--- src/rtl/cache_fill_ctrl_if.sv ---
// Bus between the cache, the fill controller and main memory: the miss request,
// the memory read port and the data/tag array write strobes.
interface cache_fill_ctrl_if #(
  parameter int ADDR_W = 16
);
  logic              miss_detected;
  logic [ADDR_W-1:0] miss_address;
  logic [15:0]       memory_data;
  logic              memory_data_valid;
  logic              memory_read;
  logic [ADDR_W-1:0] memory_address;
  logic [15:0]       DataIn_DA;
  logic              write_data_array;
  logic [ADDR_W-1:0] fill_address;
  logic              write_tag_array;
  logic              fsm_busy;
  logic              fill_error;

  modport master (
    output miss_detected, miss_address, memory_data, memory_data_valid,
    input  memory_read, memory_address, DataIn_DA, write_data_array,
           fill_address, write_tag_array, fsm_busy, fill_error
  );

  modport slave (
    input  miss_detected, miss_address, memory_data, memory_data_valid,
    output memory_read, memory_address, DataIn_DA, write_data_array,
           fill_address, write_tag_array, fsm_busy, fill_error
  );
endinterface

--- src/rtl/cache_fill_ctrl.sv ---
// Cache miss fill controller: bursts WORDS reads to memory, streams returns into the
// data array, then pulses the tag write. Define CACHE_FILL_TIMEOUT_EN for the watchdog abort.
//
// state | meaning
// IDLE  | waiting for miss_detected
// FILL  | issuing reads and writing returned words
// DONE  | one-cycle tag install
module cache_fill_ctrl #(
  parameter int WORDS   = 8,
  parameter int ADDR_W  = 16,
  parameter int TIMEOUT = 64
) (
  input logic              clk,
  input logic              rst,
  cache_fill_ctrl_if.slave bus
);

  localparam int OFF_W = $clog2(2 * WORDS);
  localparam int CNT_W = $clog2(WORDS) + 1;
  localparam logic [CNT_W-1:0]  WORDS_C   = CNT_W'(WORDS);
  localparam logic [CNT_W-1:0]  LAST_C    = CNT_W'(WORDS - 1);
  localparam logic [ADDR_W-1:0] BASE_MASK = ~ADDR_W'((1 << OFF_W) - 1);

  if (WORDS < 1 || (WORDS & (WORDS - 1)) != 0) begin : g_bad_words
    $error("cache_fill_ctrl: WORDS must be a power of 2");
  end
  if (TIMEOUT < 2) begin : g_bad_timeout
    $error("cache_fill_ctrl: TIMEOUT must be at least 2");
  end

  typedef enum logic [1:0] {
    IDLE = 2'd0,
    FILL = 2'd1,
    DONE = 2'd2
  } state_t;

  state_t            state_q, state_d;
  logic [ADDR_W-1:0] base_q, base_d;
  logic [CNT_W-1:0]  issue_cnt_q, issue_cnt_d;
  logic [CNT_W-1:0]  ret_cnt_q, ret_cnt_d;
  logic              memory_read_q, memory_read_d;
  logic [ADDR_W-1:0] memory_address_q, memory_address_d;
  logic              write_tag_q, write_tag_d;
  logic              busy_q, busy_d;
  logic              ret_fire;

`ifdef CACHE_FILL_TIMEOUT_EN
  localparam int WD_W = $clog2(TIMEOUT) + 1;
  // Abort two counts early so the registered pulse lands TIMEOUT cycles after the last return.
  localparam logic [WD_W-1:0] WD_FIRE = WD_W'(TIMEOUT - 2);
  logic [WD_W-1:0] wdog_q, wdog_d;
  logic            fill_error_q, fill_error_d;
`endif

  assign ret_fire = (state_q == FILL) && bus.memory_data_valid && (ret_cnt_q < issue_cnt_q);

  always_comb begin
    state_d     = state_q;
    base_d      = base_q;
    issue_cnt_d = issue_cnt_q;
    ret_cnt_d   = ret_cnt_q;
`ifdef CACHE_FILL_TIMEOUT_EN
    wdog_d       = wdog_q;
    fill_error_d = 1'b0;
`endif
    case (state_q)
      IDLE: begin
        if (bus.miss_detected) begin
          state_d     = FILL;
          base_d      = bus.miss_address & BASE_MASK;
          issue_cnt_d = '0;
          ret_cnt_d   = '0;
`ifdef CACHE_FILL_TIMEOUT_EN
          wdog_d      = '0;
`endif
        end
      end
      FILL: begin
        if (issue_cnt_q < WORDS_C) issue_cnt_d = issue_cnt_q + 1'b1;
        if (ret_fire) begin
          ret_cnt_d = ret_cnt_q + 1'b1;
          if (ret_cnt_q == LAST_C) state_d = DONE;
        end
`ifdef CACHE_FILL_TIMEOUT_EN
        if (ret_fire) begin
          wdog_d = '0;
        end else if (wdog_q == WD_FIRE) begin
          fill_error_d = 1'b1;
          state_d      = IDLE;
          issue_cnt_d  = '0;
          ret_cnt_d    = '0;
          wdog_d       = '0;
        end else begin
          wdog_d = wdog_q + 1'b1;
        end
`endif
      end
      DONE:    state_d = IDLE;
      default: state_d = IDLE;
    endcase

    // Issue-side outputs are registered from the next-state view.
    memory_read_d    = (state_d == FILL) && (issue_cnt_d < WORDS_C);
    memory_address_d = memory_read_d ? base_d + (ADDR_W'(issue_cnt_d) << 1) : '0;
    write_tag_d      = (state_d == DONE);
    busy_d           = (state_d != IDLE);
  end

  always_ff @(posedge clk) begin
    if (!rst) begin
      state_q          <= IDLE;
      base_q           <= '0;
      issue_cnt_q      <= '0;
      ret_cnt_q        <= '0;
      memory_read_q    <= 1'b0;
      memory_address_q <= '0;
      write_tag_q      <= 1'b0;
      busy_q           <= 1'b0;
`ifdef CACHE_FILL_TIMEOUT_EN
      wdog_q           <= '0;
      fill_error_q     <= 1'b0;
`endif
    end else begin
      state_q          <= state_d;
      base_q           <= base_d;
      issue_cnt_q      <= issue_cnt_d;
      ret_cnt_q        <= ret_cnt_d;
      memory_read_q    <= memory_read_d;
      memory_address_q <= memory_address_d;
      write_tag_q      <= write_tag_d;
      busy_q           <= busy_d;
`ifdef CACHE_FILL_TIMEOUT_EN
      wdog_q           <= wdog_d;
      fill_error_q     <= fill_error_d;
`endif
    end
  end

  assign bus.memory_read      = memory_read_q;
  assign bus.memory_address   = memory_address_q;
  assign bus.write_tag_array  = write_tag_q;
  assign bus.fsm_busy         = busy_q;
  // Return side is combinational so a word is written in the cycle memory presents it.
  assign bus.DataIn_DA        = bus.memory_data;
  assign bus.write_data_array = ret_fire;
  assign bus.fill_address     = ret_fire ? base_q + (ADDR_W'(ret_cnt_q) << 1) : '0;
`ifdef CACHE_FILL_TIMEOUT_EN
  assign bus.fill_error       = fill_error_q;
`else
  assign bus.fill_error       = 1'b0;
`endif

endmodule

--- src/flat_wrapper.sv ---
// flat-port wrapper written by rule: the top's interface ports become plain ports
module cache_fill_ctrl_flat 
#(
  parameter int WORDS   = 8,
  parameter int ADDR_W  = 16,
  parameter int TIMEOUT = 64
)
  (clk, rst, bus_miss_detected, bus_miss_address, bus_memory_data, bus_memory_data_valid, bus_memory_read, bus_memory_address, bus_DataIn_DA, bus_write_data_array, bus_fill_address, bus_write_tag_array, bus_fsm_busy, bus_fill_error);
  cache_fill_ctrl_if #(.ADDR_W(ADDR_W)) bus_i ();
  input logic clk;
  input logic rst;
  input wire logic [$bits(bus_i.miss_detected)-1:0] bus_miss_detected;
  input wire logic [$bits(bus_i.miss_address)-1:0] bus_miss_address;
  input wire logic [$bits(bus_i.memory_data)-1:0] bus_memory_data;
  input wire logic [$bits(bus_i.memory_data_valid)-1:0] bus_memory_data_valid;
  output wire logic [$bits(bus_i.memory_read)-1:0] bus_memory_read;
  output wire logic [$bits(bus_i.memory_address)-1:0] bus_memory_address;
  output wire logic [$bits(bus_i.DataIn_DA)-1:0] bus_DataIn_DA;
  output wire logic [$bits(bus_i.write_data_array)-1:0] bus_write_data_array;
  output wire logic [$bits(bus_i.fill_address)-1:0] bus_fill_address;
  output wire logic [$bits(bus_i.write_tag_array)-1:0] bus_write_tag_array;
  output wire logic [$bits(bus_i.fsm_busy)-1:0] bus_fsm_busy;
  output wire logic [$bits(bus_i.fill_error)-1:0] bus_fill_error;
  assign bus_i.miss_detected = bus_miss_detected;
  assign bus_i.miss_address = bus_miss_address;
  assign bus_i.memory_data = bus_memory_data;
  assign bus_i.memory_data_valid = bus_memory_data_valid;
  assign bus_memory_read = bus_i.memory_read;
  assign bus_memory_address = bus_i.memory_address;
  assign bus_DataIn_DA = bus_i.DataIn_DA;
  assign bus_write_data_array = bus_i.write_data_array;
  assign bus_fill_address = bus_i.fill_address;
  assign bus_write_tag_array = bus_i.write_tag_array;
  assign bus_fsm_busy = bus_i.fsm_busy;
  assign bus_fill_error = bus_i.fill_error;
  cache_fill_ctrl #(.WORDS(WORDS), .ADDR_W(ADDR_W), .TIMEOUT(TIMEOUT)) u_core (.clk(clk), .rst(rst), .bus(bus_i));
endmodule
--- config.mk ---
export PLATFORM = sky130hd
export DESIGN_NAME = cache_fill_ctrl_flat
export DESIGN_NICKNAME = d
export VERILOG_FILES = /design/src/rtl/cache_fill_ctrl_if.sv /design/src/rtl/cache_fill_ctrl.sv /design/src/flat_wrapper.sv
export SDC_FILE = /design/constraint.sdc
export NUM_CORES = 1
export LEC_CHECK = 0
export ABC_AREA = 1
export CORE_MARGIN = 2
export CORE_UTILIZATION = 34
export DETAILED_ROUTE_END_ITERATION = 12
export PLACE_DENSITY = 0.69
export SYNTH_ARGS = -nofsm -noshare
export SYNTH_HDL_FRONTEND = slang
export SYNTH_SLANG_ARGS = --single-unit
--- constraint.sdc ---
create_clock -name clk -period 2.58 [get_ports clk]
set_input_delay 0.516 -clock clk [delete_from_list [all_inputs] [get_ports clk]]
set_output_delay 0.516 -clock clk [all_outputs]
set_load 0.02 [all_outputs]
Word level (Yosys, flattened, before mapping). Index checks and enable logic that the tools add are counted.

Bits in registers: 45. Input port bits: 36. Output and inout port bits: 53. Word-level logic and storage cells: 42.

Add/subtract/negate cells: 4. Magnitude comparators: 3. Equal/unequal tests: 6. Mux-type cells: 13. Reduce and logical (&&, ||, !) cells: 8.

Operators with widths (number): $mux 16 (3); $add 16x5->16 (2); $mux 4 (4); $pmux 4 s2 (2); $add 4x1->4 const B (2); $lt 4x4->1 const B (2); $mux 2 (3); $eq 2x1->1 const B (2); $eq 4x3->1 const B (1); $lt 4x4->1 (1); $pmux 2 s2 (1); $reduce_bool 2->1 (2); $logic_and 1x1->1 (3); $reduce_and 3->1 (1); $eq 2x2->1 const B (1); $logic_not 2->1 (1); $ne 2x1->1 const B (1); $ne 2x2->1 const B (1); $reduce_and 2->1 (1).

Logic depth before layout (Yosys ltp). Gate-level depths: netlist of the first run.

Depth after elaboration: 8. Mapped depth: 15. Mapped depth without buffers: 15.

Worst setup path before layout of the first run. Ideal clock, no wire load.

Path kind: input -> register. Start point: input port bus_miss_detected. End point: register u_core.memory_address_q[9], in the netlist u_core.bus.memory_address[9]. Library setup time: 114 ps. Arrival: 2337 ps. Required time: 2466 ps. Slack: 129 ps. Stages on the path: 13. Path buffers: 1. Path through: nand2_4 > inv_2 > buf_2 > or2_2 > o21ai_0 > inv_1 > ha_1 > nand2_1 > o21ai_0 > nand3_2 > nor2_4 > xor2_1 > nor2_1.

Elaborated cells between the ends (all ways): 11. Those cells by class: add/sub (1); order compare (1); eq/ne (1); mux (6); reduce/logical (2).

RTL lines: from (decl) (line flat_wrapper.sv:12) `input wire logic [$bits(bus_i.miss_detected)-1:0] bus_miss_detected;`; $mux 16 (line cache_fill_ctrl.sv:68) `if (bus.miss_detected) begin`; $mux 16 (line cache_fill_ctrl.sv:66) `case (state_q)`; net u_core.base_d[4] (line cache_fill_ctrl.sv:38) `logic [ADDR_W-1:0] base_q, base_d;`; $add 16x5->16 (line cache_fill_ctrl.sv:104) `memory_address_d = memory_read_d ? base_d + (ADDR_W'(issue_cnt_d) << 1) : '0;`; to (signal assigned) (line cache_fill_ctrl.sv:129) `memory_address_q <= memory_address_d;`; to (decl) (line cache_fill_ctrl.sv:42) `logic [ADDR_W-1:0] memory_address_q, memory_address_d;`.

The timed path passes the listed nets, and every way through them passes these cells. A chain may end at the register's enable or synchronous reset.

Worst setup path after layout of the first run.
Start point: register u_core.base_q[1]. End point: output port bus_fill_address[15].

Cells in the longest elaborated chain, start to end: 2.

Ends and longest elaborated chain: from (decl) (line cache_fill_ctrl.sv:38); from (signal assigned) (line cache_fill_ctrl.sv:125) `base_q <= base_d;`; $add 16x5->16 (line cache_fill_ctrl.sv:146) `assign bus.fill_address = ret_fire ? base_q + (ADDR_W'(ret_cnt_q) << 1) : '0;`; $mux 16 (line cache_fill_ctrl.sv:146); to (decl) (line flat_wrapper.sv:20) `output wire logic [$bits(bus_i.fill_address)-1:0] bus_fill_address;`.

No other way between the ends.

==> results of run 1 <==
==> worst register-to-register path: stages (launching register included) <==
cell and delay (ns):
dfxtp_1 0.31, buf_4 0.14, ha_1 0.28, o21ai_0 0.22, nand2_1 0.16, fa_1 0.43, inv_1 0.08, o21ai_1 0.07
buf_4 0.14, nand3_2 0.09, nor2_4 0.06, xor2_1 0.16, nor2_1 0.06
==> area by class of cell <==
class | instances | area (sq um) | area share
Timing Repair Buffer | 97 | 785.8 | 0.2104
Inverter | 52 | 197.7 | 0.05293
Clock inverter | 2 | 37.54 | 0.01005
Tap cell | 102 | 127.6 | 0.03417
Sequential cell | 45 | 907.1 | 0.2429
Clock buffer | 6 | 82.58 | 0.02211
Multi-Input combinational cell | 269 | 1589 | 0.4255
Timing Repair inverter | 1 | 7.507 | 0.002010
==> sequential cells by signal, indices dropped and copies added, names as in the netlist <==
| name | count |
|---|---|
| u_core.bus.write_tag_array | 1 |
| u_core.bus.fsm_busy | 1 |
| u_core.bus.memory_read | 1 |
| u_core.issue_cnt_q | 4 |
| u_core.ret_cnt_q | 4 |
| u_core.state_q | 2 |
| u_core.base_q | 16 |
| u_core.bus.memory_address | 16 |
==> timing repair <==
action | in CTS | in global routing
setup buffers | 1 | 1
pin swaps | 2 | 8
setup endpoints to repair | 19 | 20
gates cloned | 0 | 1
resized for setup | 61 | 38
==> cells by family after synthesis <==
family | share of synthesized area
AND/OR/NAND/NOR | 0.3566
buffers and inverters | 0.1345
AO/OA/AOI/OAI | 0.09895
flip-flops | 0.3283
adder cells (fa/ha/maj) | 0.07387
XOR/XNOR | 0.006385
other | 0.001367
==> path summary, 6_finish.rpt <==
kind | startpoint | to | slack, ns | cells past startpoint
hold / removal | u_core.base_q[0] | u_core.base_q[0] | 0.49 | 2
setup reg to reg | u_core.issue_cnt_q[0] | u_core.bus.memory_address[9] | 0.28 | 12
setup / recovery | u_core.base_q[1] | bus_fill_address[15] | 0.09 | 10
hold reg to reg | u_core.base_q[0] | u_core.base_q[0] | 0.49 | 2
==> power breakdown <==
part	switching [mW]	internal [mW]	total [mW]
clock network	0.243	0.315	0.558
registers	0.0212	0.724	0.745
logic	0.174	0.126	0.300
==> cell usage in the layout (no fill, tap or decap), types with 5 or more instances in the layout <==
master           instances
a21oi_1                 24
a21oi_2                  5
buf_2                    7
buf_4                   51
clkbuf_8                 6
clkdlybuf4s50_1         33
dfxtp_1                 40
dfxtp_2                  5
ha_1                     9
inv_1                   45
inv_2                    5
nand2_1                 65
nand2_2                 13
nand2_4                  6
nand3_1                 28
nand3_2                  5
nor2_1                  48
nor2_2                   6
nor3_1                  13
o21ai_0                 11
o21ai_1                  6
==> per-layer routing <==
metal | routed length [um] | global-route usage
met5 | 0 | 0
met4 | 79 | 0.04106
met3 | 336 | 0.02408
met2 | 3442 | 0.2869
met1 | 3247 | 0.2095
==> per-stage QoR <==
| step | instances | hold slack (ns) | setup WS [ns] | area [sq um] |
|---|---|---|---|---|
| 2_1_floorplan | 389 | 0.4427 | 0.1287 | 2744 |
| 5_1_grt | 574 | 0.5046 | -0.01042 | 3735 |
| 6_report | 574 | 0.4914 | 0.09231 | 3735 |
| 4_1_cts | 572 | 0.4854 | -0.003098 | 3656 |
| 3_5_place_dp | 563 | 0.4695 | -0.3941 | 3538 |
| 3_3_place_gp | 563 | 0.4637 | -0.3343 | 3538 |
==> impl_metrics.py, run 1 <==
metrics = {
    "logic_synthesis": {
        "netlist_area_sq_mm": 0.002744,
        "synth_area_leaders": "dfxtp_1, nand2_1, nor2_1",
        "synth_nets": 440,
        "avgSynthCellArea_sq_um": 7.054,
        "postSynth.asyncResetShare": 0,
        "seq_area_frac_synth": 0.3283,
        "ys_types": 38,
        "synth_edf_count": 0,
        "synth-seq-cells": 45,
        "yosysMostFrequentCell": "nand2_1",
        "synth_top_cell_by_area": "dfxtp_1",
        "synth_top_area_share": 0.3283,
        "ys_top_cells_by_count": "nand2_1, nor2_1, dfxtp_1, inv_1, nand3_1",
        "yosysWarnings": 0,
        "synthFlopType": "dfxtp_1",
        "synthCells": 389,
    },
    "route": {
        "drc": 0,
        "ant_nets": 0,
        "dr.pass1.iters": 4,
        "wire_per_inst_um": 12.38,
        "via_per_inst": 4.601,
        "drtIter0Drc": 114,
        "vias": 2641,
        "wl_um": 7105,
    },
    "timing": {
        "fin_crit_sh": 0.9642,
        "clock.fmax_mhz": 402.0,
        "finClkSkew_ns": 0.008586,
        "finalMaxSlewViolations": 0,
        "finalSetupViolCount": 0,
        "period_minus_slack_ns": 2.488,
        "rsz0062_at_grt": "yes",
        "hold_viol_final": 0,
        "tns_ns": 0,
    },
    "power_and_ir_drop": {
        "p_leak_nw": 1.629,
        "ir_drop_v": 0.0001735,
        "report.power.total_mw": 1.603,
        "powerDensity_mw_per_mm2": 429.3,
    },
    "setup_path": {
        "cp_top_family": "adder cells",
        "slowest_stage": "fa_2",
        "end_kind": "output pin",
        "required_ns": 2.06,
        "cp_max_fo": 3,
        "cp-start-kind": "flop",
        "cpPeakStageDelay_ns": 0.39,
        "crit_chain": "ha_4 > fa_2 > nand3_2 > nand2_4 > nand2_2 > nor2_2 > nand3_1 > xor2_1 > nor2_1 > buf_4",
        "path_class": "reg2out",
        "crit_buf_inv": 1,
        "arrival_ns": 1.97,
    },
    "global_routing": {
        "grt_pass1_wl_um": 11650,
        "grt_usage": 0.1635,
        "antenna_found_initial": 0,
        "grt_overflow": 0,
        "grt_max_degree": 25,
        "grt_pass1_vias": 2583,
    },
    "clock_network": {
        "root_buffer": "clkbuf_8",
        "clk-insertion-delay-late_ns": 0.30,
        "path_clk_slew_ns": 0.08,
        "cts_max_path_buffers": 2,
        "htree_num_levels": 2,
        "tritoncts": "done",
        "holdBufCountCts": 0,
        "cts.sinks": 45,
        "numCtsBuffers": 5,
    },
    "floorplanning": {
        "die_w_um": 93.84,
        "initial_core_util": 0.3533,
        "rows": 32,
        "fp.dieH_um": 93.84,
        "coreArea_sq_mm": 0.007767,
        "die_area_sq_mm": 0.008805,
        "pin_count": 89,
    },
    "job": {
        "cap_violations": 0,
    },
    "run_status": {
        "outcome": "finished, final reports clean",
    },
    "final_layout": {
        "finalNetCount": 522,
        "nFillCells": 800,
        "layout-drive-gt1-share": 0.2797,
        "syn2layout_area_growth_pct": 36.11,
        "antennaDiodeCount": 0,
        "post-route-util": 0.4808,
    },
    "placed_design": {
        "gp_congestion": 0.8722,
        "port_buffers": 51,
        "dp_hpwl_um": 5453,
    },
    "worst_hold_path": {
        "hold_class": "reg2reg",
    },
}
Note: power is estimated with default switching activity, not from simulation.
==> run 2: changes to the inputs <==
--- a/config.mk
+++ b/config.mk
@@ -7,9 +7,10 @@
 export LEC_CHECK = 0
 export ABC_AREA = 1
 export CORE_MARGIN = 2
-export CORE_UTILIZATION = 34
+export CORE_UTILIZATION = 42
 export DETAILED_ROUTE_END_ITERATION = 12
-export PLACE_DENSITY = 0.69
+export PLACE_DENSITY = 0.82
+export SETUP_SLACK_MARGIN = 0.3
 export SYNTH_ARGS = -nofsm -noshare
 export SYNTH_HDL_FRONTEND = slang
 export SYNTH_SLANG_ARGS = --single-unit
==> run 2 against run 1 <==
Net effect: clock power fell by 2%; largest power group unchanged; clock-buffer cell count rose by 1; first-iteration DRC count rose by 54%; cell area rose by 13%; fmax fell by 1.2%; die area fell by 18%; global-route usage rose by 6.4 points; largest cell class unchanged; critical endpoint is now bus_fill_address[14]; sequential power barely moved; critical path depth fell by 3.
==> impl_metrics.py, run 2 (synthesis results as in run 1) <==
metrics = {
    "placed_design": {
        "port_buffers": 51,
        "gp_congestion": 0.9313,
        "place_area_sq_mm": 0.003502,
        "pre_cts_ws_ns": -0.3870,
        "place_inst": 533,
        "dp_hpwl_um": 5672,
    },
    "setup_path": {
        "path_class": "reg2out",
        "cp-start-kind": "flop",
        "reg2reg_depth": 15,
        "required_ns": 2.06,
        "crit_end": "bus_fill_address[14]",
        "r2r_start": "u_core.state_q[0]",
        "cp_max_fo": 5,
        "rrSetupSlack_ns": 0.40,
        "rr_endpoint": "u_core.bus.memory_address[14]",
        "crit_start": "u_core.base_q[8]",
        "arrival_ns": 2.00,
        "end_kind": "output pin",
    },
    "power_and_ir_drop": {
        "switchingPower_uw": 465.3,
        "p_seq_frac": 0.452,
        "switching_share": 0.2819,
        "pwr-share-clk": 0.333,
        "p_leak_nw": 1.726,
        "ir_drop_v": 0.0003418,
        "p_int_mw": 1.185,
        "powerDensity_mw_per_mm2": 392.0,
        "comb_power_share": 0.216,
    },
    "timing": {
        "hold_viol_final": 0,
        "finalSetupViolCount": 0,
        "finalMaxSlewViolations": 0,
        "fin_crit_sh": 0.9763,
        "clock.fmax_mhz": 397.0,
        "period_minus_slack_ns": 2.519,
        "finClkSkew_ns": 0.005224,
        "rsz0062_at_grt": "yes",
        "fin_ws_ns": 0.06120,
    },
    "route": {
        "wl_met3_um": 394,
        "drc": 0,
        "wl_um": 8716,
        "m1WireLength_um": 3536,
        "wire_per_inst_um": 15.65,
        "dr.pass1.iters": 5,
        "via_per_inst": 5.233,
        "routed.top_layer": "met4",
        "ant_nets": 0,
        "vias": 2915,
        "met2WireLength_um": 4613,
        "drtIter0Drc": 176,
    },
    "clock_network": {
        "path_clk_slew_ns": 0.08,
        "cts.sinks": 45,
        "cts_max_path_buffers": 2,
        "htree_num_levels": 2,
        "root_buffer": "clkbuf_8",
        "numCtsBuffers": 5,
        "tritoncts": "done",
        "clk-insertion-delay-late_ns": 0.30,
    },
    "floorplanning": {
        "coreArea_sq_mm": 0.006350,
        "die_w_um": 84.83,
        "initial_core_util": 0.4321,
        "rows": 29,
        "fp.dieH_um": 84.83,
        "pin_count": 89,
        "die_area_sq_mm": 0.007195,
    },
    "global_routing": {
        "grt_overflow": 0,
        "grt_max_degree": 25,
        "grt_pass1_wl_um": 13260,
        "grt_pass1_vias": 2833,
        "antenna_found_initial": 0,
        "grt_usage": 0.2274,
    },
    "final_layout": {
        "fin_area_sq_mm": 0.004210,
        "antennaDiodeCount": 0,
        "finalNetCount": 530,
        "layout_commonest_cell": "buf_4",
        "seqCellArea_sq_um": 932.1,
        "stdcell_count": 557,
        "layout_common_cells": "buf_4, nand2_1, inv_1, nor2_1, clkdlybuf4s50_1",
        "syn2layout_area_growth_pct": 53.44,
        "nFillCells": 475,
        "layout-drive-gt1-share": 0.4104,
        "multi_input_area_sq_mm": 0.001934,
    },
    "run_status": {
        "outcome": "finished, final reports clean",
    },
    "job": {
        "cap_violations": 0,
    },
    "worst_hold_path": {
        "hold_class": "reg2reg",
    },
}
==> run 2: worst min path at each step <==
stage / end / start / depth (start not counted) / slack [ns]
floorplan: u_core.base_q[1] / u_core.base_q[1] / 2 / 0.44
global placement: u_core.base_q[1] / u_core.base_q[1] / 2 / 0.46
detailed placement: u_core.base_q[0] / u_core.base_q[0] / 2 / 0.47
CTS: u_core.base_q[0] / u_core.base_q[0] / 2 / 0.50
global route: u_core.base_q[3] / u_core.base_q[3] / 2 / 0.54
finish: u_core.base_q[3] / u_core.base_q[3] / 2 / 0.53
==> run 2: critical path, stage by stage, from the launching register on <==
cell,delay [ns]
dfxtp_1,0.49
inv_1,0.18
nor3_1,0.40
nand2_1,0.15
nand2_2,0.11
a21oi_1,0.08
nor2_1,0.13
buf_4,0.16
==> run 2: power by group through the flow <==
stage | clock network (mW) | registers, mW | logic, mW
floorplan | 0 | 0.774 | 0.197
CTS | 0.550 | 0.744 | 0.317
global route | 0.585 | 0.748 | 0.382
detailed placement | 0 | 0.759 | 0.298
finish | 0.549 | 0.745 | 0.356
global placement | 0 | 0.759 | 0.289
==> run 2: final cells by class <==
class / instances / area share
timing repair inverter: 1 / 0.001783
clock inverter: 1 / 0.007132
multi-input combinational: 269 / 0.4594
timing repair buffer: 105 / 0.2187
sequential: 45 / 0.2214
clock buffer: 7 / 0.02051
inverter: 52 / 0.04814
tap: 77 / 0.02288
==> run 2: what timing repair did <==
action | CTS | global route
endpoints found under the setup margin | 30 | 28
pin swaps | 23 | 33
hold buffers | 0 | 0
setup buffers | 8 | 7
gates resized for setup | 144 | 73
gates cloned | 1 | 0
==> run 2: layer usage <==
metal	GRT usage	vias to the layer above
met1	0.2851	1365
met2	0.3987	115
met3	0.02821	15
li1	-	1420
met4	0.08658	0
met5	0	-
==> run 2: per-stage QoR <==
stage / setup TNS (ns) / hold slack [ns] / utilization / total power, mW
finish: 0 / 0.5294 / 0.6631 / 1.650
global route: -0.09444 / 0.5440 / 0.6631 / 1.714
CTS: 0 / 0.4967 / 0.6095 / 1.611
detailed placement: -6.004 / 0.4667 / 0.5515 / 1.058
global placement: -4.249 / 0.4599 / 0.5515 / 1.048
floorplan: 0 / 0.4427 / - / 0.9708
